## src/rtl/fetch_stage_if.sv

```systemverilog
// Bundle of the fetch stage's two handshakes: the instruction-memory
// request channel and the IF/ID channel towards decode.
//
// Handshake semantics:
//   imem: imem_req high means a request for imem_addr is pending. imem_addr
//   holds steady while imem_req stays high and imem_ack has not been seen.
//   imem_ack high in a cycle where imem_req is high completes the request in
//   that cycle, and imem_rdata is valid then. imem_ack is ignored while
//   imem_req is low. The memory must tolerate imem_req falling without an ack
//   (reset abandons a request).
//   decode: d_valid high means IF/ID holds an instruction. The instruction is
//   taken (consumed) in a cycle where d_valid and d_available are both high.
//   redirect is honoured only in a consume cycle.
interface fetch_stage_if;
  // decode side
  logic        d_available;
  logic        redirect;
  logic [31:0] redirect_pc;
  logic        d_valid;
  logic [31:0] d_inst;
  logic [31:0] d_pc;
  logic [31:0] d_pc4;
  // instruction memory side
  logic        imem_req;
  logic [31:0] imem_addr;
  logic        imem_ack;
  logic [31:0] imem_rdata;
  // current FSM state, for observation only
  logic [1:0]  state_dbg;

  modport master (
    input  d_available, redirect, redirect_pc, imem_ack, imem_rdata,
    output d_valid, d_inst, d_pc, d_pc4, imem_req, imem_addr, state_dbg
  );

  modport slave (
    output d_available, redirect, redirect_pc, imem_ack, imem_rdata,
    input  d_valid, d_inst, d_pc, d_pc4, imem_req, imem_addr, state_dbg
  );
endinterface

```

## src/rtl/fetch_stage.sv

```systemverilog
// Instruction-fetch stage: holds the fetch address, talks req/ack to an
// instruction memory of arbitrary latency, and feeds the IF/ID register
// backed by a one-entry skid buffer. Redirects come from decode and are only
// honoured when decode takes its current instruction; a request already in
// flight when a redirect arrives is allowed to finish and its data dropped.
module fetch_stage #(
  parameter logic [31:0] RESET_PC = 32'h0000_0000
) (
  input  logic          clk,
  input  logic          rst_n,
  fetch_stage_if.master bus
);

  localparam logic [1:0] ST_IDLE  = 2'd0;
  localparam logic [1:0] ST_FETCH = 2'd1;
  localparam logic [1:0] ST_HOLD  = 2'd2;
  localparam logic [1:0] ST_DROP  = 2'd3;

  // architectural state
  logic [1:0]  state;
  logic [31:0] fetch_pc;
  logic [31:0] drop_target;
  logic [31:0] skid_inst;
  logic [31:0] skid_pc;
  logic        d_valid_q;
  logic [31:0] d_inst_q;
  logic [31:0] d_pc_q;
  logic [31:0] d_pc4_q;

  // next-state values
  logic [1:0]  state_n;
  logic [31:0] fetch_pc_n;
  logic [31:0] drop_target_n;
  logic [31:0] skid_inst_n;
  logic [31:0] skid_pc_n;
  logic        d_valid_n;
  logic [31:0] d_inst_n;
  logic [31:0] d_pc_n;
  logic [31:0] d_pc4_n;

  // handshake qualifiers
  logic        consume;
  logic        slot_free;
  logic        take_redirect;
  logic [31:0] redirect_target;
  logic [31:0] fetch_pc_plus4;
  logic [31:0] skid_pc_plus4;
  logic        unused_redirect_bits;

  // Decode takes IF/ID this cycle; only then may IF/ID reload or redirect act.
  always_comb begin
    consume         = d_valid_q & bus.d_available;
    slot_free       = ~d_valid_q | consume;
    take_redirect   = bus.redirect & consume;
    redirect_target = {bus.redirect_pc[31:2], 2'b00};
    fetch_pc_plus4  = fetch_pc + 32'd4;
    skid_pc_plus4   = skid_pc + 32'd4;
  end

  // The low target bits are word-offset bits and are forced to zero.
  assign unused_redirect_bits = ^bus.redirect_pc[1:0];

  // Next-state logic for the fetch FSM and all datapath registers.
  always_comb begin
    state_n       = state;
    fetch_pc_n    = fetch_pc;
    drop_target_n = drop_target;
    skid_inst_n   = skid_inst;
    skid_pc_n     = skid_pc;
    d_valid_n     = d_valid_q;
    d_inst_n      = d_inst_q;
    d_pc_n        = d_pc_q;
    d_pc4_n       = d_pc4_q;

    case (state)
      ST_IDLE: begin
        state_n = ST_FETCH;
      end

      ST_FETCH: begin
        if (take_redirect) begin
          // The instruction being consumed is the branch; nothing follows it
          // into IF/ID until the target arrives.
          d_valid_n = 1'b0;
          if (bus.imem_ack) begin
            fetch_pc_n = redirect_target;
          end else begin
            // Wrong-path request still outstanding: let it finish first.
            drop_target_n = redirect_target;
            state_n       = ST_DROP;
          end
        end else if (bus.imem_ack && slot_free) begin
          d_valid_n  = 1'b1;
          d_inst_n   = bus.imem_rdata;
          d_pc_n     = fetch_pc;
          d_pc4_n    = fetch_pc_plus4;
          fetch_pc_n = fetch_pc_plus4;
        end else if (bus.imem_ack) begin
          // IF/ID is occupied and stalled: park the word in the skid buffer
          // and stop requesting until it drains.
          skid_inst_n = bus.imem_rdata;
          skid_pc_n   = fetch_pc;
          fetch_pc_n  = fetch_pc_plus4;
          state_n     = ST_HOLD;
        end else if (consume) begin
          d_valid_n = 1'b0;
        end
      end

      ST_HOLD: begin
        if (take_redirect) begin
          // The skid word is on the wrong path; it is simply never used.
          d_valid_n  = 1'b0;
          fetch_pc_n = redirect_target;
          state_n    = ST_FETCH;
        end else if (consume) begin
          d_inst_n = skid_inst;
          d_pc_n   = skid_pc;
          d_pc4_n  = skid_pc_plus4;
          state_n  = ST_FETCH;
        end
      end

      ST_DROP: begin
        if (bus.imem_ack) begin
          fetch_pc_n = drop_target;
          state_n    = ST_FETCH;
        end
      end

      default: begin
        state_n = ST_IDLE;
      end
    endcase
  end

  // State and datapath registers; reset abandons any outstanding request.
  always_ff @(posedge clk or negedge rst_n) begin
    if (!rst_n) begin
      state       <= ST_IDLE;
      fetch_pc    <= RESET_PC;
      drop_target <= 32'h0;
      skid_inst   <= 32'h0;
      skid_pc     <= 32'h0;
      d_valid_q   <= 1'b0;
      d_inst_q    <= 32'h0;
      d_pc_q      <= 32'h0;
      d_pc4_q     <= 32'h0;
    end else begin
      state       <= state_n;
      fetch_pc    <= fetch_pc_n;
      drop_target <= drop_target_n;
      skid_inst   <= skid_inst_n;
      skid_pc     <= skid_pc_n;
      d_valid_q   <= d_valid_n;
      d_inst_q    <= d_inst_n;
      d_pc_q      <= d_pc_n;
      d_pc4_q     <= d_pc4_n;
    end
  end

  // Outputs: a request is pending exactly in FETCH and DROP.
  always_comb begin
    bus.imem_req  = (state == ST_FETCH) || (state == ST_DROP);
    bus.imem_addr = fetch_pc;
    bus.d_valid   = d_valid_q;
    bus.d_inst    = d_inst_q;
    bus.d_pc      = d_pc_q;
    bus.d_pc4     = d_pc4_q;
    bus.state_dbg = state;
  end

endmodule

```

## src/flat_wrapper.sv

```systemverilog
// flat-port wrapper written by rule: the top's interface ports become plain ports
module fetch_stage_flat 
#(
  parameter logic [31:0] RESET_PC = 32'h0000_0000
)
  (clk, rst_n, bus_d_available, bus_redirect, bus_redirect_pc, bus_imem_ack, bus_imem_rdata, bus_d_valid, bus_d_inst, bus_d_pc, bus_d_pc4, bus_imem_req, bus_imem_addr, bus_state_dbg);
  fetch_stage_if bus_i ();
  input  logic clk;
  input  logic rst_n;
  input wire logic [$bits(bus_i.d_available)-1:0] bus_d_available;
  input wire logic [$bits(bus_i.redirect)-1:0] bus_redirect;
  input wire logic [$bits(bus_i.redirect_pc)-1:0] bus_redirect_pc;
  input wire logic [$bits(bus_i.imem_ack)-1:0] bus_imem_ack;
  input wire logic [$bits(bus_i.imem_rdata)-1:0] bus_imem_rdata;
  output wire logic [$bits(bus_i.d_valid)-1:0] bus_d_valid;
  output wire logic [$bits(bus_i.d_inst)-1:0] bus_d_inst;
  output wire logic [$bits(bus_i.d_pc)-1:0] bus_d_pc;
  output wire logic [$bits(bus_i.d_pc4)-1:0] bus_d_pc4;
  output wire logic [$bits(bus_i.imem_req)-1:0] bus_imem_req;
  output wire logic [$bits(bus_i.imem_addr)-1:0] bus_imem_addr;
  output wire logic [$bits(bus_i.state_dbg)-1:0] bus_state_dbg;
  assign bus_i.d_available = bus_d_available;
  assign bus_i.redirect = bus_redirect;
  assign bus_i.redirect_pc = bus_redirect_pc;
  assign bus_i.imem_ack = bus_imem_ack;
  assign bus_i.imem_rdata = bus_imem_rdata;
  assign bus_d_valid = bus_i.d_valid;
  assign bus_d_inst = bus_i.d_inst;
  assign bus_d_pc = bus_i.d_pc;
  assign bus_d_pc4 = bus_i.d_pc4;
  assign bus_imem_req = bus_i.imem_req;
  assign bus_imem_addr = bus_i.imem_addr;
  assign bus_state_dbg = bus_i.state_dbg;
  fetch_stage #(.RESET_PC(RESET_PC)) u_core (.clk(clk), .rst_n(rst_n), .bus(bus_i));
endmodule
```

## config.mk

```make
export PLATFORM = sky130hd
export DESIGN_NAME = fetch_stage_flat
export DESIGN_NICKNAME = d
export VERILOG_FILES = /design/src/rtl/fetch_stage_if.sv /design/src/rtl/fetch_stage.sv /design/src/flat_wrapper.sv
export SDC_FILE = /design/constraint.sdc
export NUM_CORES = 1
export LEC_CHECK = 0
export CAP_MARGIN = 20
export CORE_ASPECT_RATIO = 1.1
export CORE_MARGIN = 2
export CORE_UTILIZATION = 48
export CTS_CLUSTER_DIAMETER = 200
export DETAILED_ROUTE_END_ITERATION = 8
export GPL_TIMING_DRIVEN = 0
export PLACE_DENSITY = 0.77
export SETUP_SLACK_MARGIN = 0.05
export SLEW_MARGIN = 20
export SYNTH_ARGS = -nofsm -noshare
export SYNTH_HDL_FRONTEND = slang
export SYNTH_SLANG_ARGS = --single-unit
```

## constraint.sdc

```tcl
create_clock -name clk -period 2.4 [get_ports clk]
set_input_delay 0.24 -clock clk [delete_from_list [all_inputs] [get_ports clk]]
set_output_delay 0.24 -clock clk [all_outputs]
set_load 0.02 [all_outputs]
```

# [Word level (Yosys, flattened, before mapping)]
# Cells that the tools add are included.
[classes] add_sub_neg=2 multipliers=0 n_div=0 magnitude_cmp=0 n_eq_ne=17 shifts=0 muxes=36 bitwise_logic=7 reduce_logical=11
[op_table] op="$mux W32" n=18
[op_table] op="$pmux W32 S2" n=3
[op_table] op="$pmux W32 S3" n=1
[op_table] op="$add A32 B3 Y32 const B" n=2
[op_table] op="$reduce_and A5 Y1" n=3
[op_table] op="$mux W2" n=7
[op_table] op="$ne A3 B2 Y1 const B" n=3
[op_table] op="$pmux W2 S4" n=1
[op_table] op="$reduce_and A4 Y1" n=2
[op_table] op="$ne A2 B1 Y1 const B" n=3
[op_table] op="$ne A2 B2 Y1 const B" n=3
[op_table] op="$ne A3 B3 Y1 const B" n=2
[op_table] op="$mux W1" n=5
[op_table] op="$eq A2 B2 Y1 const B" n=2
[op_table] op="$ne A4 B1 Y1 const B" n=1
[op_table] op="$ne A4 B2 Y1 const B" n=1
[op_table] op="$not A1 Y1" n=4
[op_table] op="$ne A3 B1 Y1 const B" n=1
[op_table] op="$reduce_and A3 Y1" n=1
[op_table] op="$reduce_bool A3 Y1" n=1
[op_table] op="$and A1 B1 Y1" n=2
[op_table] op="$eq A2 B1 Y1 const B" n=1
[op_table] op="$logic_not A2 Y1" n=1
[op_table] op="$pmux W1 S2" n=1
[op_table] op="4 further kinds" n=4
[word_totals] regBits=225 latch_bits=0 ramBits=0 mem_bits_ro=0 input_bits=69 out_inout_bits=132 mem_count=0

# [Longest topological paths before layout]
[depth] depth_word=6 ltp_mapped=11

# [Worst setup path before layout]
# No wires, ideal clock.
[synth_timing] path_kind="reg2reg" startpoint="register u_core.state[1], in the netlist u_core.bus.state_dbg[1]" endpoint="register u_core.d_inst_q[10], in the netlist u_core.bus.d_inst[10]" setup_ns=0.135 arrival_ns=2.296 setup_slack_ns=-0.031 stages_incl_launch_ff=12 path_buffers=4 period_less_slack_ns=2.431 cell_sequence="dfrtp_1 -> inv_1 -> ha_1 -> clkbuf_1 -> nor2b_1 -> a311oi_2 -> nand2_1 -> clkbuf_1 -> buf_2 -> buf_1 -> nand2_1 -> o21ai_0"
[synth_between] elab_chain_len=3 word_cells_on_any_way=9 classes_between="eq/ne (6); mux (1); reduce/logical (2)"
[synth_rtl] element="start: declaration" line_no="fetch_stage.sv:20" rtl="logic [1:0] state;"
[synth_rtl] element="start signal: assignment" line_no="fetch_stage.sv:150" rtl="state <= state_n;"
[synth_rtl] element="$eq A2 B1 Y1 or $eq A2 B2 Y1 (tied branches)" line_no="fetch_stage.sv:75" rtl="case (state)"
[synth_rtl] element="$ne A2 B2 Y1 (no source line), or another cell as far along"
[synth_rtl] element="$reduce_and A5 Y1 (no source line)"
[synth_rtl] element="end signal: assignment" line_no="fetch_stage.sv:156" rtl="d_inst_q <= d_inst_n;"
[synth_rtl] element="end: declaration" line_no="fetch_stage.sv:26" rtl="logic [31:0] d_inst_q;"
# Parallel ways exist; a longest one is shown, timed or not.
# A chain may end at the register's enable or synchronous reset.

# [Worst setup path after layout]
[layout_timing] startpoint="register u_core.fetch_pc[10], in the netlist u_core.bus.imem_addr[10]" endpoint="register u_core.d_pc4_q[25], in the netlist u_core.bus.d_pc4[25]"
[layout_between] elab_chain_len=4
[layout_rtl] element="start: declaration" line_no="fetch_stage.sv:21" rtl="logic [31:0] fetch_pc;"
[layout_rtl] element="start signal: assignment" line_no="fetch_stage.sv:151" rtl="fetch_pc <= fetch_pc_n;"
[layout_rtl] element="$add A32 B3 Y32" line_no="fetch_stage.sv:56" rtl="fetch_pc_plus4 = fetch_pc + 32'd4;"
[layout_rtl] element="$mux W32" line_no="fetch_stage.sv:92" rtl="end else if (bus.imem_ack && slot_free) begin"
[layout_rtl] element="$mux W32" line_no="fetch_stage.sv:81" rtl="if (take_redirect) begin"
[layout_rtl] element="$pmux W32 S2" line_no="fetch_stage.sv:75"
[layout_rtl] element="end signal: assignment" line_no="fetch_stage.sv:158" rtl="d_pc4_q <= d_pc4_n;"
[layout_rtl] element="end: declaration" line_no="fetch_stage.sv:28" rtl="logic [31:0] d_pc4_q;"
# Every way passes these cells. The select of a mux whose other input is x is not followed.

==> run summary <==
=================================================================================
Leftover overflow at the end of global routing                                  0
Worst rel slew slack                                                       0.5356
Post-DR wirelength/cell                                                  20.25 um
CTS buffer count                                                               23
Wire length of the first global-routing pass                             51760 um
Count of warnings emitted by yosys                                              0
Seq cells post-synth                                                          217
Maximum fanout along the worst path                                            10
Detail Placement HPWL                                                    24320 um
Register-to-register setup slack                                          0.10 ns
Syn Std Cell Area                                                      11050 um^2
CTS sink cnt                                                                  217
Layout-stage area growth over the synthesis result                         31.80%
Number of max-capacitance violations reported                                   0
Maximum cell stage delay along the critical path                          0.57 ns
Cell leakage power                                                    0.006067 uW
Setup repair after global routing missed its margin                          true
Chip Height                                                              163.1 um
Placeable Area                                                         22710 um^2
Number of cells on the worst reg-to-reg path                                    6
Setup crit end kind                                                          flop
Max frequency                                                           435.4 MHz
Synthesized area per cell                                              10.14 um^2
# diodes                                                                        0
Commonest cells after routing, fill and taps aside                   sky130_fd_sc_hd__dfrtp_1 (201), sky130_fd_sc_hd__clkdlybuf4s50_1 (188), sky130_fd_sc_hd__nand2_1 (152)
Fill cells                                                                   1866
Drt initial violations                                                        751
Reg2reg start                                                        u_core.bus.imem_addr[10]
Fraction of the cycle the final worst path needs                           0.9570
Classification of the worst-slack hold path                              in2async
Number of standard cells in the layout, taps in and fillers out              1643
Power Internal                                                           12830 uW
Deepest clock path buffer count                                                 3
Post-Synthesis Cells                                                         1090
Proportion of layout cells with a drive suffix above 1                     0.1824
Outcome                                                                 completed
Number of distinct library cells after synthesis                               62
Library cell with the largest summed area after synthesis            sky130_fd_sc_hd__dfrtp_1
Overall die width                                                        148.7 um
Detailed-route via count                                                     9733
Path type of the worst setup path                                         reg2reg
Ports                                                                         201
Fin. Hold Viols                                                                 0
Final antenna-violating net count                                               0
Setup Skew                                                             0.01090 ns
Largest net degree at the start of global routing                              85
Standard-cell row count                                                        58
Cell class contributing the biggest share of worst-path delay        simple AND/OR/NAND/NOR gates
Max VDD drop                                                             1.009 mV
Port Buffers                                                                  190
Combinational power share                                                   0.534
Critical Path RT                                                          2.81 ns
Initial antenna violation count                                                 0
Worst setup SP type                                                          flop
Clock latency on the worst-skew pair                                      0.52 ns
Overall routed net length                                                33280 um
Clk network pwr share                                                       0.152
Slew at the pin with the worst max-slew slack                           0.6933 ns
Number of buffers and inverters on the critical path                            1
Initial core utilization                                                   0.4864
Proportion of total power due to net switching                             0.4359
Number of placed instances, taps included                                    1587
Most common cell after layout, fill and taps aside                   sky130_fd_sc_hd__dfrtp_1
Reg power frac                                                              0.313
H-tree depth                                                                    1
Sum of negative setup slack                                                  0 ns
Register clock-pin slew on the reported worst setup and hold paths        0.06 ns
Detailed-router iteration count before antenna repair                           5
Worst r2r dst                                                        u_core.bus.d_pc4[25]
Average vias per placed instance                                            5.924
Via count of the first global-routing pass                                   9327
Post-synth top flop                                                  sky130_fd_sc_hd__dfrtp_1
Final number of max-transition violations                                       0
Top post-synthesis cells by area                                     sky130_fd_sc_hd__dfrtp_1 (49%), sky130_fd_sc_hd__mux2_2 (8.9%), sky130_fd_sc_hd__mux2i_1 (6.2%), sky130_fd_sc_hd__o21ai_0 (5.7%), sky130_fd_sc_hd__nand2_1 (5.3%)
Final layout net count                                                       1406
Setup Viol. Count Final                                                         0
Net switching power figure                                                9916 uW
Total power density per cell area                                    1562 nW/um^2
EDFF count, synth                                                               0
Final critical path time including I/O delays and setup                  2.297 ns
Routability cong.                                                          0.9285
Global-route usage over all layers                                         0.2706
Async S/R FF share, synth                                                   1.000
Most frequent cell on the critical path                              sky130_fd_sc_hd__or4_4
Worst endpoint data arrival time                                          2.71 ns
Die Outline Area                                                       24250 um^2
Slowest stage cell on the critical path                              sky130_fd_sc_hd__or4_4
Yosys top cell area share                                                  0.4915
Clock Root Buffer                                                    sky130_fd_sc_hd__clkbuf_16
Proportion of synthesized chip area in sequential cells                    0.4915
Clock tree from TritonCTS                                                     yes
Remaining design rule violation count                                           0
Sequence of cells on the critical path                               nand3_4 > or4_4 > buf_8 > or4_4 > xnor2_1 > o311ai_1
=================================================================================
-- final cells by class --
class | count | area [um^2] | share of cell area
multi-input cells | 771 | 5358 | 0.3679
clock buffers | 29 | 628.1 | 0.04313
repair buffers | 216 | 2143 | 0.1472
flip-flops and latches | 217 | 5450 | 0.3743
inverters | 25 | 95.09 | 0.006530
clock inverters | 8 | 93.84 | 0.006444
well taps | 300 | 375.4 | 0.02578
plain buffers | 77 | 417.9 | 0.02870
-- state kept, by name, summed over array words and instances (netlist names) --
signal                cells
u_core.drop_target       30
u_core.skid_inst         32
u_core.bus.d_pc4         30
u_core.bus.d_pc          30
u_core.bus.d_inst        32
u_core.bus.state_dbg      2
u_core.skid_pc           30
u_core.bus.imem_addr     30
u_core.bus.d_valid        1
-- worst max path at each step --
| stage | startpoint | to | slack, ns | cells after the start |
|---|---|---|---|---|
| final | u_core.bus.imem_addr[10] | u_core.bus.d_pc4[25] | 0.10 | 6 |
| after global routing | u_core.bus.imem_addr[10] | u_core.bus.d_pc4[25] | -0.008 | 6 |
| after CTS | u_core.bus.state_dbg[0] | u_core.bus.d_pc[30] | 0.06 | 9 |
| after detailed placement | u_core.bus.state_dbg[0] | u_core.bus.imem_addr[14] | -0.86 | 9 |
| after global placement | rst_n | u_core.bus.state_dbg[1] | -8.91 | 1 |
| after floorplan | u_core.bus.imem_addr[5] | u_core.bus.d_pc4[25] | 0.05 | 7 |
-- worst register-to-register path, stage by stage (launching register included) --
cell	delay, ns
sky130_fd_sc_hd__dfrtp_2	0.44
sky130_fd_sc_hd__nand3_4	0.16
sky130_fd_sc_hd__or4_4	0.58
sky130_fd_sc_hd__buf_8	0.16
sky130_fd_sc_hd__or4_4	0.45
sky130_fd_sc_hd__xnor2_1	0.14
sky130_fd_sc_hd__o311ai_1	0.26
-- power groups by stage --
stage	clock [uW]	sequential (uW)	combinational [uW]
finish	3460	7130	12200
global route	3670	7340	13100
CTS	3510	7070	11800
detailed placement	0	7080	11400
global placement	0	7010	11200
floorplan	0	7900	5840
-- timing repair --
item	4_1_cts	5_1_grt
hold buffers	1	0
gates resized for setup	69	43
buffers inserted	3	20
pin swaps	3	5
hold endpoints to repair	64	0
setup endpoints to repair	186	188
-- layer usage --
layer	wire length (um)	share of wire	GRT usage
met5	0	0	0
met2	15880	0.48	0.4585
met3	2284	0.069	0.04050
met4	1436	0.043	0.1013
met1	13680	0.41	0.3528
-- cell usage after synthesis, types with 4 or more instances --
| library cell | count |
|---|---|
| sky130_fd_sc_hd__a221o_1 | 4 |
| sky130_fd_sc_hd__nand3_1 | 31 |
| sky130_fd_sc_hd__dfrtp_1 | 217 |
| sky130_fd_sc_hd__o21a_1 | 9 |
| sky130_fd_sc_hd__o211ai_1 | 11 |
| sky130_fd_sc_hd__nand2_1 | 156 |
| sky130_fd_sc_hd__or4_1 | 4 |
| sky130_fd_sc_hd__buf_1 | 5 |
| sky130_fd_sc_hd__clkbuf_1 | 65 |
| sky130_fd_sc_hd__nor3_1 | 18 |
| sky130_fd_sc_hd__nor4_1 | 16 |
| sky130_fd_sc_hd__nor2_1 | 26 |
| sky130_fd_sc_hd__xor2_1 | 20 |
| sky130_fd_sc_hd__a221oi_1 | 5 |
| sky130_fd_sc_hd__a311o_1 | 5 |
| sky130_fd_sc_hd__o31ai_1 | 4 |
| sky130_fd_sc_hd__a22oi_1 | 11 |
| sky130_fd_sc_hd__buf_2 | 4 |
| sky130_fd_sc_hd__a31oi_1 | 10 |
| sky130_fd_sc_hd__o21ai_0 | 125 |
| sky130_fd_sc_hd__mux2i_1 | 68 |
| sky130_fd_sc_hd__a21oi_1 | 22 |
| sky130_fd_sc_hd__o31a_1 | 6 |
| sky130_fd_sc_hd__ha_1 | 6 |
| sky130_fd_sc_hd__mux2_2 | 87 |
| sky130_fd_sc_hd__and4_1 | 6 |
| sky130_fd_sc_hd__o221ai_1 | 6 |
| sky130_fd_sc_hd__buf_4 | 7 |
| sky130_fd_sc_hd__a211oi_1 | 4 |
| sky130_fd_sc_hd__and3_1 | 14 |
| sky130_fd_sc_hd__nand4_1 | 19 |
| sky130_fd_sc_hd__and2_1 | 5 |
| sky130_fd_sc_hd__xnor2_1 | 24 |
| sky130_fd_sc_hd__inv_1 | 24 |
-- kinds of logic after synthesis --
kind of cell    count (synthesis)  synth area share
fa+ha+maj                       6          0.006795
simple gates                  307            0.1307
other cells                     1         0.0003394
mux                           155            0.1503
flops                         217            0.4915
buf+inv                       107           0.03986
compound gates                253            0.1456
xor+xnor                       44           0.03488
-- stage by stage --
step                worst slack [ns]    util  power, uW  instance area [um^2]  hold slack (ns)
CTS                          0.05824  0.6313      22340                 14340           0.2872
finish                        0.1033  0.6411      22750                 14560           0.2754
global route               -0.008278  0.6411      24110                 14560           0.3339
detailed placement           -0.8604  0.5903      18520                 13410           0.2348
global placement              -8.906  0.5877      18160                 13350           0.4605
floorplan                    0.05365       -      13740                 11070         -0.05559
(Power assumes the default switching activity.)
